--- src/rtl/place_eval_if.sv ---
// place_eval_if -- bus between place_eval and its memories / controller.
//   start/busy/done     : evaluation handshake
//   re_edge/addr_edge   : shared read port of the edge ROMs (dout_ea, dout_eb)
//   re_pos/addr_pos     : shared read port of the pos_X/pos_Y RAMs (dout_px, dout_py)
//   total_cost, hop_cost, max_dist, err_count : evaluation results
// slave = place_eval, master = the surrounding controller / memories.
interface place_eval_if;
  logic        start;
  logic        busy;
  logic        done;
  logic        re_edge;
  logic [31:0] addr_edge;
  logic [31:0] dout_ea;
  logic [31:0] dout_eb;
  logic        re_pos;
  logic [31:0] addr_pos;
  logic [31:0] dout_px;
  logic [31:0] dout_py;
  logic [31:0] total_cost;
  logic [31:0] hop_cost;
  logic [31:0] max_dist;
  logic [31:0] err_count;

  modport slave (
    input  start, dout_ea, dout_eb, dout_px, dout_py,
    output busy, done, re_edge, addr_edge, re_pos, addr_pos,
           total_cost, hop_cost, max_dist, err_count
  );

  modport master (
    output start, dout_ea, dout_eb, dout_px, dout_py,
    input  busy, done, re_edge, addr_edge, re_pos, addr_pos,
           total_cost, hop_cost, max_dist, err_count
  );
endinterface

--- src/rtl/place_eval.sv ---
// place_eval -- walks N_EDGE edges of a placement on a GRID_N x GRID_N grid and
// accumulates wire cost, 1-hop cost, the largest edge distance and the number
// of invalid edges (off-grid/unplaced endpoint or two nodes on one site).
// Ports:
//   clk    : clock, rising edge
//   reset  : synchronous, active-high
//   bus    : place_eval_if.slave (handshake, memory read ports, results)
// Build option: define PLACE_EVAL_CHEBYSHEV_EN to measure distance as
// max(dx,dy) instead of dx+dy. Timing and error rules do not change.
// Each edge takes 9 cycles: RD_E W_E RD_A W_A RD_B W_B CALC CALC ACC.
// CALC runs twice: first to capture the sink coordinates, then to register
// the derived distance/cost so ACC only adds.
module place_eval #(
  parameter int N_EDGE = 19,
  parameter int GRID_N = 4
) (
  input  logic       clk,
  input  logic       reset,
  place_eval_if.slave bus
);

  typedef enum logic [3:0] {
    IDLE, RD_E, W_E, RD_A, W_A, RD_B, W_B, CALC, ACC, FIN
  } state_t;

  state_t state, nxt;

  logic        calc_ph;
  logic [31:0] idx;
  logic [31:0] eb_q;
  logic [31:0] xa, ya, xb, yb;
  logic        e_ok;
  logic [31:0] e_d, e_cost, e_hop;

  logic        busy_r, done_r, re_edge_r, re_pos_r;
  logic [31:0] addr_edge_r, addr_pos_r;
  logic [31:0] total_r, hop_r, maxd_r, err_r;

  // combinational edge metrics from the latched coordinates
  logic [31:0] sx, sy, dx, dy, d, cost, hop;
  logic        ok;

  function automatic logic in_grid(input logic [31:0] v);
    return ($signed(v) >= 0) && ($signed(v) < $signed(32'(GRID_N)));
  endfunction

  always_comb begin
    sx = xa - xb;
    sy = ya - yb;
    dx = sx[31] ? (32'd0 - sx) : sx;
    dy = sy[31] ? (32'd0 - sy) : sy;
`ifdef PLACE_EVAL_CHEBYSHEV_EN
    d    = ($signed(dx) > $signed(dy)) ? dx : dy;
    hop  = ((d + 32'd1) >> 1) - 32'd1;
`else
    d    = dx + dy;
    hop  = ((dx + 32'd1) >> 1) + ((dy + 32'd1) >> 1) - 32'd1;
`endif
    cost = d - 32'd1;
    ok   = in_grid(xa) && in_grid(ya) && in_grid(xb) && in_grid(yb) && (d != 32'd0);
  end

  always_ff @(posedge clk) begin
    if (reset) state <= IDLE;
    else       state <= nxt;
  end

  always_comb begin
    nxt = state;
    case (state)
      IDLE: if (bus.start) nxt = RD_E;
      RD_E: nxt = (idx == 32'(N_EDGE)) ? FIN : W_E;
      W_E:  nxt = RD_A;
      RD_A: nxt = W_A;
      W_A:  nxt = RD_B;
      RD_B: nxt = W_B;
      W_B:  nxt = CALC;
      CALC: if (calc_ph) nxt = ACC;
      ACC:  nxt = RD_E;
      FIN:  nxt = IDLE;
      default: nxt = IDLE;
    endcase
  end

  always_ff @(posedge clk) begin
    if (reset) begin
      calc_ph     <= 1'b0;
      idx         <= '0;
      eb_q        <= '0;
      xa          <= '0;
      ya          <= '0;
      xb          <= '0;
      yb          <= '0;
      e_ok        <= 1'b0;
      e_d         <= '0;
      e_cost      <= '0;
      e_hop       <= '0;
      busy_r      <= 1'b0;
      done_r      <= 1'b0;
      re_edge_r   <= 1'b0;
      re_pos_r    <= 1'b0;
      addr_edge_r <= '0;
      addr_pos_r  <= '0;
      total_r     <= '0;
      hop_r       <= '0;
      maxd_r      <= '0;
      err_r       <= '0;
    end else begin
      // read enables and done are single-cycle strobes
      re_edge_r <= 1'b0;
      re_pos_r  <= 1'b0;
      done_r    <= 1'b0;
      case (state)
        IDLE: if (bus.start) begin
          busy_r  <= 1'b1;
          idx     <= '0;
          total_r <= '0;
          hop_r   <= '0;
          maxd_r  <= '0;
          err_r   <= '0;
        end
        RD_E: if (idx != 32'(N_EDGE)) begin
          re_edge_r   <= 1'b1;
          addr_edge_r <= idx;
        end
        RD_A: begin
          re_pos_r   <= 1'b1;
          addr_pos_r <= bus.dout_ea;
          eb_q       <= bus.dout_eb;
        end
        RD_B: begin
          xa         <= bus.dout_px;
          ya         <= bus.dout_py;
          re_pos_r   <= 1'b1;
          addr_pos_r <= eb_q;
        end
        CALC: begin
          calc_ph <= ~calc_ph;
          if (!calc_ph) begin
            xb <= bus.dout_px;
            yb <= bus.dout_py;
          end else begin
            e_ok   <= ok;
            e_d    <= d;
            e_cost <= cost;
            e_hop  <= hop;
          end
        end
        ACC: begin
          if (e_ok) begin
            total_r <= total_r + e_cost;
            hop_r   <= hop_r + e_hop;
            if ($signed(e_d) > $signed(maxd_r)) maxd_r <= e_d;
          end else begin
            err_r <= err_r + 32'd1;
          end
          idx <= idx + 32'd1;
        end
        FIN: begin
          done_r <= 1'b1;
          busy_r <= 1'b0;
        end
        default: ;
      endcase
    end
  end

  assign bus.busy       = busy_r;
  assign bus.done       = done_r;
  assign bus.re_edge    = re_edge_r;
  assign bus.addr_edge  = addr_edge_r;
  assign bus.re_pos     = re_pos_r;
  assign bus.addr_pos   = addr_pos_r;
  assign bus.total_cost = total_r;
  assign bus.hop_cost   = hop_r;
  assign bus.max_dist   = maxd_r;
  assign bus.err_count  = err_r;

endmodule

--- src/flat_wrapper.sv ---
// flat-port wrapper written by rule: the top's interface ports become plain ports
module place_eval_flat 
#(
  parameter int N_EDGE = 19,
  parameter int GRID_N = 4
)
  (clk, reset, bus_start, bus_dout_ea, bus_dout_eb, bus_dout_px, bus_dout_py, bus_busy, bus_done, bus_re_edge, bus_addr_edge, bus_re_pos, bus_addr_pos, bus_total_cost, bus_hop_cost, bus_max_dist, bus_err_count);
  place_eval_if bus_i ();
  input  logic clk;
  input  logic reset;
  input wire logic [$bits(bus_i.start)-1:0] bus_start;
  input wire logic [$bits(bus_i.dout_ea)-1:0] bus_dout_ea;
  input wire logic [$bits(bus_i.dout_eb)-1:0] bus_dout_eb;
  input wire logic [$bits(bus_i.dout_px)-1:0] bus_dout_px;
  input wire logic [$bits(bus_i.dout_py)-1:0] bus_dout_py;
  output wire logic [$bits(bus_i.busy)-1:0] bus_busy;
  output wire logic [$bits(bus_i.done)-1:0] bus_done;
  output wire logic [$bits(bus_i.re_edge)-1:0] bus_re_edge;
  output wire logic [$bits(bus_i.addr_edge)-1:0] bus_addr_edge;
  output wire logic [$bits(bus_i.re_pos)-1:0] bus_re_pos;
  output wire logic [$bits(bus_i.addr_pos)-1:0] bus_addr_pos;
  output wire logic [$bits(bus_i.total_cost)-1:0] bus_total_cost;
  output wire logic [$bits(bus_i.hop_cost)-1:0] bus_hop_cost;
  output wire logic [$bits(bus_i.max_dist)-1:0] bus_max_dist;
  output wire logic [$bits(bus_i.err_count)-1:0] bus_err_count;
  assign bus_i.start = bus_start;
  assign bus_i.dout_ea = bus_dout_ea;
  assign bus_i.dout_eb = bus_dout_eb;
  assign bus_i.dout_px = bus_dout_px;
  assign bus_i.dout_py = bus_dout_py;
  assign bus_busy = bus_i.busy;
  assign bus_done = bus_i.done;
  assign bus_re_edge = bus_i.re_edge;
  assign bus_addr_edge = bus_i.addr_edge;
  assign bus_re_pos = bus_i.re_pos;
  assign bus_addr_pos = bus_i.addr_pos;
  assign bus_total_cost = bus_i.total_cost;
  assign bus_hop_cost = bus_i.hop_cost;
  assign bus_max_dist = bus_i.max_dist;
  assign bus_err_count = bus_i.err_count;
  place_eval #(.N_EDGE(N_EDGE), .GRID_N(GRID_N)) u_core (.clk(clk), .reset(reset), .bus(bus_i));
endmodule
--- config.mk ---
export PLATFORM = sky130hd
export DESIGN_NAME = place_eval_flat
export DESIGN_NICKNAME = d
export VERILOG_FILES = /design/src/rtl/place_eval_if.sv /design/src/rtl/place_eval.sv /design/src/flat_wrapper.sv
export SDC_FILE = /design/constraint.sdc
export NUM_CORES = 2
export LEC_CHECK = 0
export ABC_CLOCK_PERIOD_IN_PS = 15650
export CAP_MARGIN = 20
export CORE_MARGIN = 2
export CORE_UTILIZATION = 65
export DETAILED_ROUTE_END_ITERATION = 10
export DONT_BUFFER_PORTS = 1
export GPL_ROUTABILITY_DRIVEN = 0
export PLACE_DENSITY_LB_ADDON = 0.05
export SLEW_MARGIN = 20
export SYNTH_ARGS = -nofsm -noshare
export SYNTH_HDL_FRONTEND = slang
export SYNTH_SLANG_ARGS = --single-unit
--- constraint.sdc ---
create_clock -name clk -period 15.65 [get_ports clk]
set_clock_uncertainty 0.2 [all_clocks]
set_input_delay 2.3475 -clock clk [delete_from_list [all_inputs] [get_ports clk]]
set_output_delay 2.3475 -clock clk [all_outputs]
set_load 0.01 [all_outputs]
Word-level counts from Yosys, hierarchy flattened
Cells that the tools add are included.
{ "op_classes": {"order_cmp": 9, "n_reduce_logical": 24, "n_addsub": 14, "mux": 23, "eq_ne": 16, "bitwise": 2} }
{ "ops": {"columns": ["op", "n"], "rows": [
  ["32-bit one-hot mux with 2 select lines", 6],
  ["32-bit two-way mux", 8],
  ["32-bit by 1-bit adder with 32-bit output (second input constant)", 4],
  ["32-bit by 1-bit greater-or-equal comparator with 1-bit output (second input constant)", 4],
  ["32-bit by 4-bit less-than comparator with 1-bit output (second input constant)", 4],
  ["32-bit adder", 3],
  ["1-bit by 32-bit subtractor with 32-bit output (first input constant)", 2],
  ["32-bit by 1-bit subtractor with 32-bit output (second input constant)", 2],
  ["32-bit subtractor", 2],
  ["4-bit one-hot mux with 9 select lines", 1],
  ["31-bit by 31-bit adder with 32-bit output", 1],
  ["32-bit by 5-bit equality test with 1-bit output (second input constant)", 1],
  ["32-bit greater-than comparator", 1],
  ["32-bit by 5-bit inequality test with 1-bit output (second input constant)", 1],
  ["32-bit nonzero test", 1],
  ["4-bit by 3-bit equality test with 1-bit output (second input constant)", 4],
  ["4-bit two-way mux", 3],
  ["2-bit AND reduction", 6],
  ["4-bit by 2-bit equality test with 1-bit output (second input constant)", 2],
  ["4-bit equality test (second input constant)", 2],
  ["1-bit logical AND", 8],
  ["2-bit by 1-bit inequality test with 1-bit output (second input constant)", 3],
  ["3-bit AND reduction", 2],
  ["2-bit nonzero test", 3],
  ["other kinds (8)", 14]
]} }
{ "word_totals": {"ff_bits": 490, "input_bits": 131, "out_inout_bits": 196, "word_cells": 110} }

Depth between registers and ports, before layout
{ "logic_depth": {"ltp_word": 6, "mapped_depth": 36, "mapped_depth_nobuf": 33} }

Least setup slack after synthesis
Ideal clock, no wire load.
{ "synth_path": {"kind": "register to register", "from": "register u_core.yb[8]", "to": "register u_core.e_hop[26]", "setup_time_ns": 0.132, "path_buffers": 3, "arrival_ns": 6.696, "slack_ns": 8.621, "path_stages_with_launch": 35, "period_less_slack_ns": 7.029, "t_required_ns": 15.318, "cell_sequence": "dfxtp_1 > inv_1 > ha_1 > buf_2 > and4_1 > nand2_1 > nor4_1 > a21o_1 > a21oi_2 > a21o_1 > xnor2_1 > clkbuf_1 > clkbuf_1 > a21o_1 > ha_1 > nand2_1 > o31ai_1 > nand3_1 > nor2_1 > xnor2_1 > ha_1 > inv_1 > ha_1 > a21oi_1 > nor2b_1 > o21ai_0 > nand2b_1 > a21o_1 > a21o_1 > a2111oi_0 > nor3_1 > o31a_1 > or3_1 > nand3_1 > a21oi_1"} }
{ "synth_between": {"elab_chain_cells": 6} }
{ "synth_lines": {"columns": ["element", "line_no", "source"], "rows": [
  ["start, declared", "place_eval.sv:31", "logic [31:0] xa, ya, xb, yb;"],
  ["start signal, assigned", "place_eval.sv:141", "yb <= bus.dout_py;"],
  ["32-bit subtractor *", "place_eval.sv:49", "sy = ya - yb;"],
  ["1-bit by 32-bit subtractor with 32-bit output", "place_eval.sv:51", "dy = sy[31] ? (32'd0 - sy) : sy;"],
  ["32-bit two-way mux *", "place_eval.sv:51", null],
  ["32-bit by 1-bit adder with 32-bit output *", "place_eval.sv:57", "hop = ((dx + 32'd1) >> 1) + ((dy + 32'd1) >> 1) - 32'd1;"],
  ["31-bit by 31-bit adder with 32-bit output *", "place_eval.sv:57", null],
  ["32-bit by 1-bit subtractor with 32-bit output *", "place_eval.sv:57", null],
  ["end signal, assigned", "place_eval.sv:146", "e_hop <= hop;"],
  ["end, declared", "place_eval.sv:33", "logic [31:0] e_d, e_cost, e_hop;"]
]} }
Mark *: on every way between the ends. The rest lies on a longest branch, timed or not.
A chain may end at the register's enable or synchronous reset.

Final worst setup path
{ "layout_path": {"from": "register u_core.xb[8]", "to": "register u_core.e_hop[26]"} }
{ "layout_between": {"elab_chain_cells": 6} }
{ "layout_lines": {"columns": ["element", "line_no", "source"], "rows": [
  ["start, declared", "place_eval.sv:31", null],
  ["start signal, assigned", "place_eval.sv:140", "xb <= bus.dout_px;"],
  ["32-bit subtractor *", "place_eval.sv:48", "sx = xa - xb;"],
  ["1-bit by 32-bit subtractor with 32-bit output", "place_eval.sv:50", "dx = sx[31] ? (32'd0 - sx) : sx;"],
  ["32-bit two-way mux *", "place_eval.sv:50", null],
  ["32-bit by 1-bit adder with 32-bit output *", "place_eval.sv:57", null],
  ["31-bit by 31-bit adder with 32-bit output *", "place_eval.sv:57", null],
  ["32-bit by 1-bit subtractor with 32-bit output *", "place_eval.sv:57", null]
]} }
Marked as above.

==> run metrics <==
status finished, final reports clean; setup ws final 7.57 ns; worst vdd ir 106 uV; Post-CTS Setup Bufs 0; first-pass GRT wire length 144 mm; Avg Inst Size Synth 7.55 sq um; routed len/inst 18.0 um; register area share after synthesis 29.3%; flop-to-flop setup slack 7.57 ns; vias in the first global route 27,300; share of layout cells above drive strength 1 4.49%; setup TNS 0 ns; number of H-tree levels 2; Worst Min Path Start u_core.eb_q[28]; RR Startpoint u_core.xb[8]; initial DRC count 2,600; area grow syn2layout 6.18%; pwr dens 113 nW/um^2; Die H 231 um; minimum clock period after layout 8.08 ns; Final Hold Viols 0; pin count of the biggest net entering global routing 468; Required @ worst endpoint 15.89 ns; Die X 231 um; pre-CTS setup slack 7.84 ns; Core ar. 51,100 sq um; # IOs 327; fin nets 4,695; CTS max path bufs 3; worst reg-to-reg path cell count 31; Hold Crit Endpoint u_core.eb_q[28]; Worst path slowest cell nand2_1; Hold Path Cell Cnt 2; die area 53,400 sq um; GRT Residual Overflow 0; HP Class reg2reg; Clock Sinks 490; first-pass detailed-route iteration total 5; Port Buf Inserts 0; CTS tree done; CP max stage delay 0.58 ns; Final Setup Violations 0; Worst Tran Pin Value 1.40 ns; r2r endpoint u_core.e_hop[26]; ys async rst share 0%; cts hold-fix bufs 0; number of max-cap violations 0; Final HPWL DP 66.9 mm; Synthesized Nets 4,827; Distinct cells, synth 109; CP endpoint kind flop; CP Max Fanout 24; YS warnings 0; Worst-path clk slew 0.07 ns; CP Class reg2reg; Residual DRC 0; f_max 124 MHz; Vias 30,400; crit start category flop; cell area after synthesis 33,500 sq um; crit path buf inv count 4; # rows 83; delay-heaviest family, CP simple AND/OR/NAND/NOR gates; number of CTS-inserted buffers 53; WL final 90.2 mm; Seq cells post-synth 490; post-cts resize count 0; Antenna Nets Post-Route 0; clock root buffer clkbuf_16; post-synthesis cell count 4,435; initial antenna violation count 0; Total GRT Usage 32.5%; RSZ-0062 raised after global routing false; clock latency on the worst-skew pair 0.61 ns; Slew Viols, Final 0; P_leak 14.7 nW; FILL cells 4,473; ant diodes 0; EDFF count, synth 0; critical path arrival 8.32 ns; vias per cell 6.06; Final Cycle Share 51.7%; Synth Flop Type dfxtp_1; Initial Util 65.6%; Max transition margin 6.81%
flip-flops by register name, indices dropped and copies added (netlist names), 4 cells and up:
name                   count
u_core.bus.addr_edge      32
u_core.bus.addr_pos       32
u_core.bus.err_count      32
u_core.bus.hop_cost       32
u_core.bus.max_dist       32
u_core.bus.total_cost     32
u_core.e_cost             32
u_core.e_d                32
u_core.e_hop              32
u_core.eb_q               32
u_core.idx                32
u_core.state               4
u_core.xa                 32
u_core.xb                 32
u_core.ya                 32
u_core.yb                 32
how the worst max path moves through the flow:
stage	start	to	slack, ns	cells after the start
6_report	u_core.xb[8]	u_core.e_hop[26]	7.57	31
5_1_grt	u_core.xb[8]	u_core.e_hop[30]	6.97	32
4_1_cts	u_core.xb[8]	u_core.e_hop[26]	7.80	31
3_5_place_dp	u_core.xb[8]	u_core.e_hop[31]	7.84	30
3_3_place_gp	u_core.xb[8]	u_core.e_hop[26]	7.99	31
2_1_floorplan	u_core.yb[8]	u_core.e_hop[26]	8.62	34
power by group:
group          switching [W]  internal, W
registers         0.00000925      0.00125
clock network       0.000524     0.000757
logic               0.000897     0.000591
total                0.00143      0.00260
layout make-up:
class / count / area [sq um] / area share, %
clock buffer: 70 / 1460 / 4.11
clock inverter: 21 / 315 / 0.887
inverter: 250 / 938 / 2.64
multi-input combinational: 3490 / 22000 / 61.8
sequential: 490 / 9810 / 27.6
tap: 680 / 851 / 2.39
timing repair buffer: 18 / 195 / 0.549
synthesized netlist by cell type, types with 31 or more instances:
library cell | count | area share, %
xnor2_1 | 188 | 4.9
dfxtp_1 | 490 | 29
mux2i_1 | 77 | 2.3
o21bai_1 | 33 | 0.74
nor2b_1 | 31 | 0.58
a21oi_1 | 472 | 7.1
nor3_1 | 85 | 1.3
a211oi_1 | 48 | 1.1
nand3_1 | 157 | 2.3
xor2_1 | 124 | 3.2
nand4_1 | 51 | 0.95
or3_1 | 37 | 0.69
a311oi_1 | 39 | 1.0
o21a_1 | 40 | 0.90
o21ai_0 | 105 | 1.6
nand2b_1 | 32 | 0.60
and3_1 | 33 | 0.62
inv_1 | 250 | 2.8
ha_1 | 255 | 9.5
clkbuf_1 | 178 | 2.0
a21o_1 | 91 | 2.0
nor4_1 | 57 | 1.1
nor2_1 | 417 | 4.7
nand2_1 | 725 | 8.1
a31oi_1 | 41 | 0.77
cells in the final DEF (no fill, tap or decap), types with 40 or more instances in the layout:
cell type	instances
nand4_1	51
xnor2_1	188
a31oi_1	41
clkbuf_16	53
nor2_1	414
o21a_1	40
a21oi_1	472
nand2_1	723
nand3_1	155
inv_1	250
nor4_1	57
xor2_1	124
a211oi_1	48
dfxtp_1	490
ha_1	255
a21o_1	91
nor3_1	83
o21ai_0	105
mux2i_1	77
stage by stage:
| step | total power, W | utilization, % | hold WS, ns | instances | instance area (sq um) |
|---|---|---|---|---|---|
| CTS | 0.00402 | 69.5 | 0.250 | 5016 | 35500 |
| detailed placement | 0.00274 | 66.0 | 0.241 | 4925 | 33700 |
| global placement | 0.00273 | 65.9 | 0.239 | 4924 | 33700 |
| global route | 0.00426 | 69.6 | 0.272 | 5019 | 35600 |
| floorplan | 0.00248 | - | 0.236 | 4435 | 33500 |
| finish | 0.00403 | 69.6 | 0.249 | 5019 | 35600 |
metal layers:
layer,vias up,part of all wire (%),GRT usage [%]
met3,165,7.0,5.66
li1,15300,-,-
met2,975,44,50.4
met5,-,0,0
met4,0,3.4,10.8
met1,14000,46,45.7
worst register-to-register path, delay by kind of cell (launching register included):
family | cells | cell delay, ns
adders and majority gates | 4 | 1.34
and+or+nand+nor | 12 | 2.59
muxes | 1 | 0.59
buffers and inverters | 4 | 0.35
DFF | 1 | 0.41
AOI/OAI and AO/OA | 9 | 2.12
xor gates and xnor gates | 1 | 0.30
kinds of logic after synthesis:
group           synth area share, %
mux                            2.64
compound gates                 20.2
simple gates                   24.4
buf+inv                        5.20
xor+xnor                       8.40
fa+ha+maj                      9.88
flops                          29.3
Power figures use the tool's default switching activity.
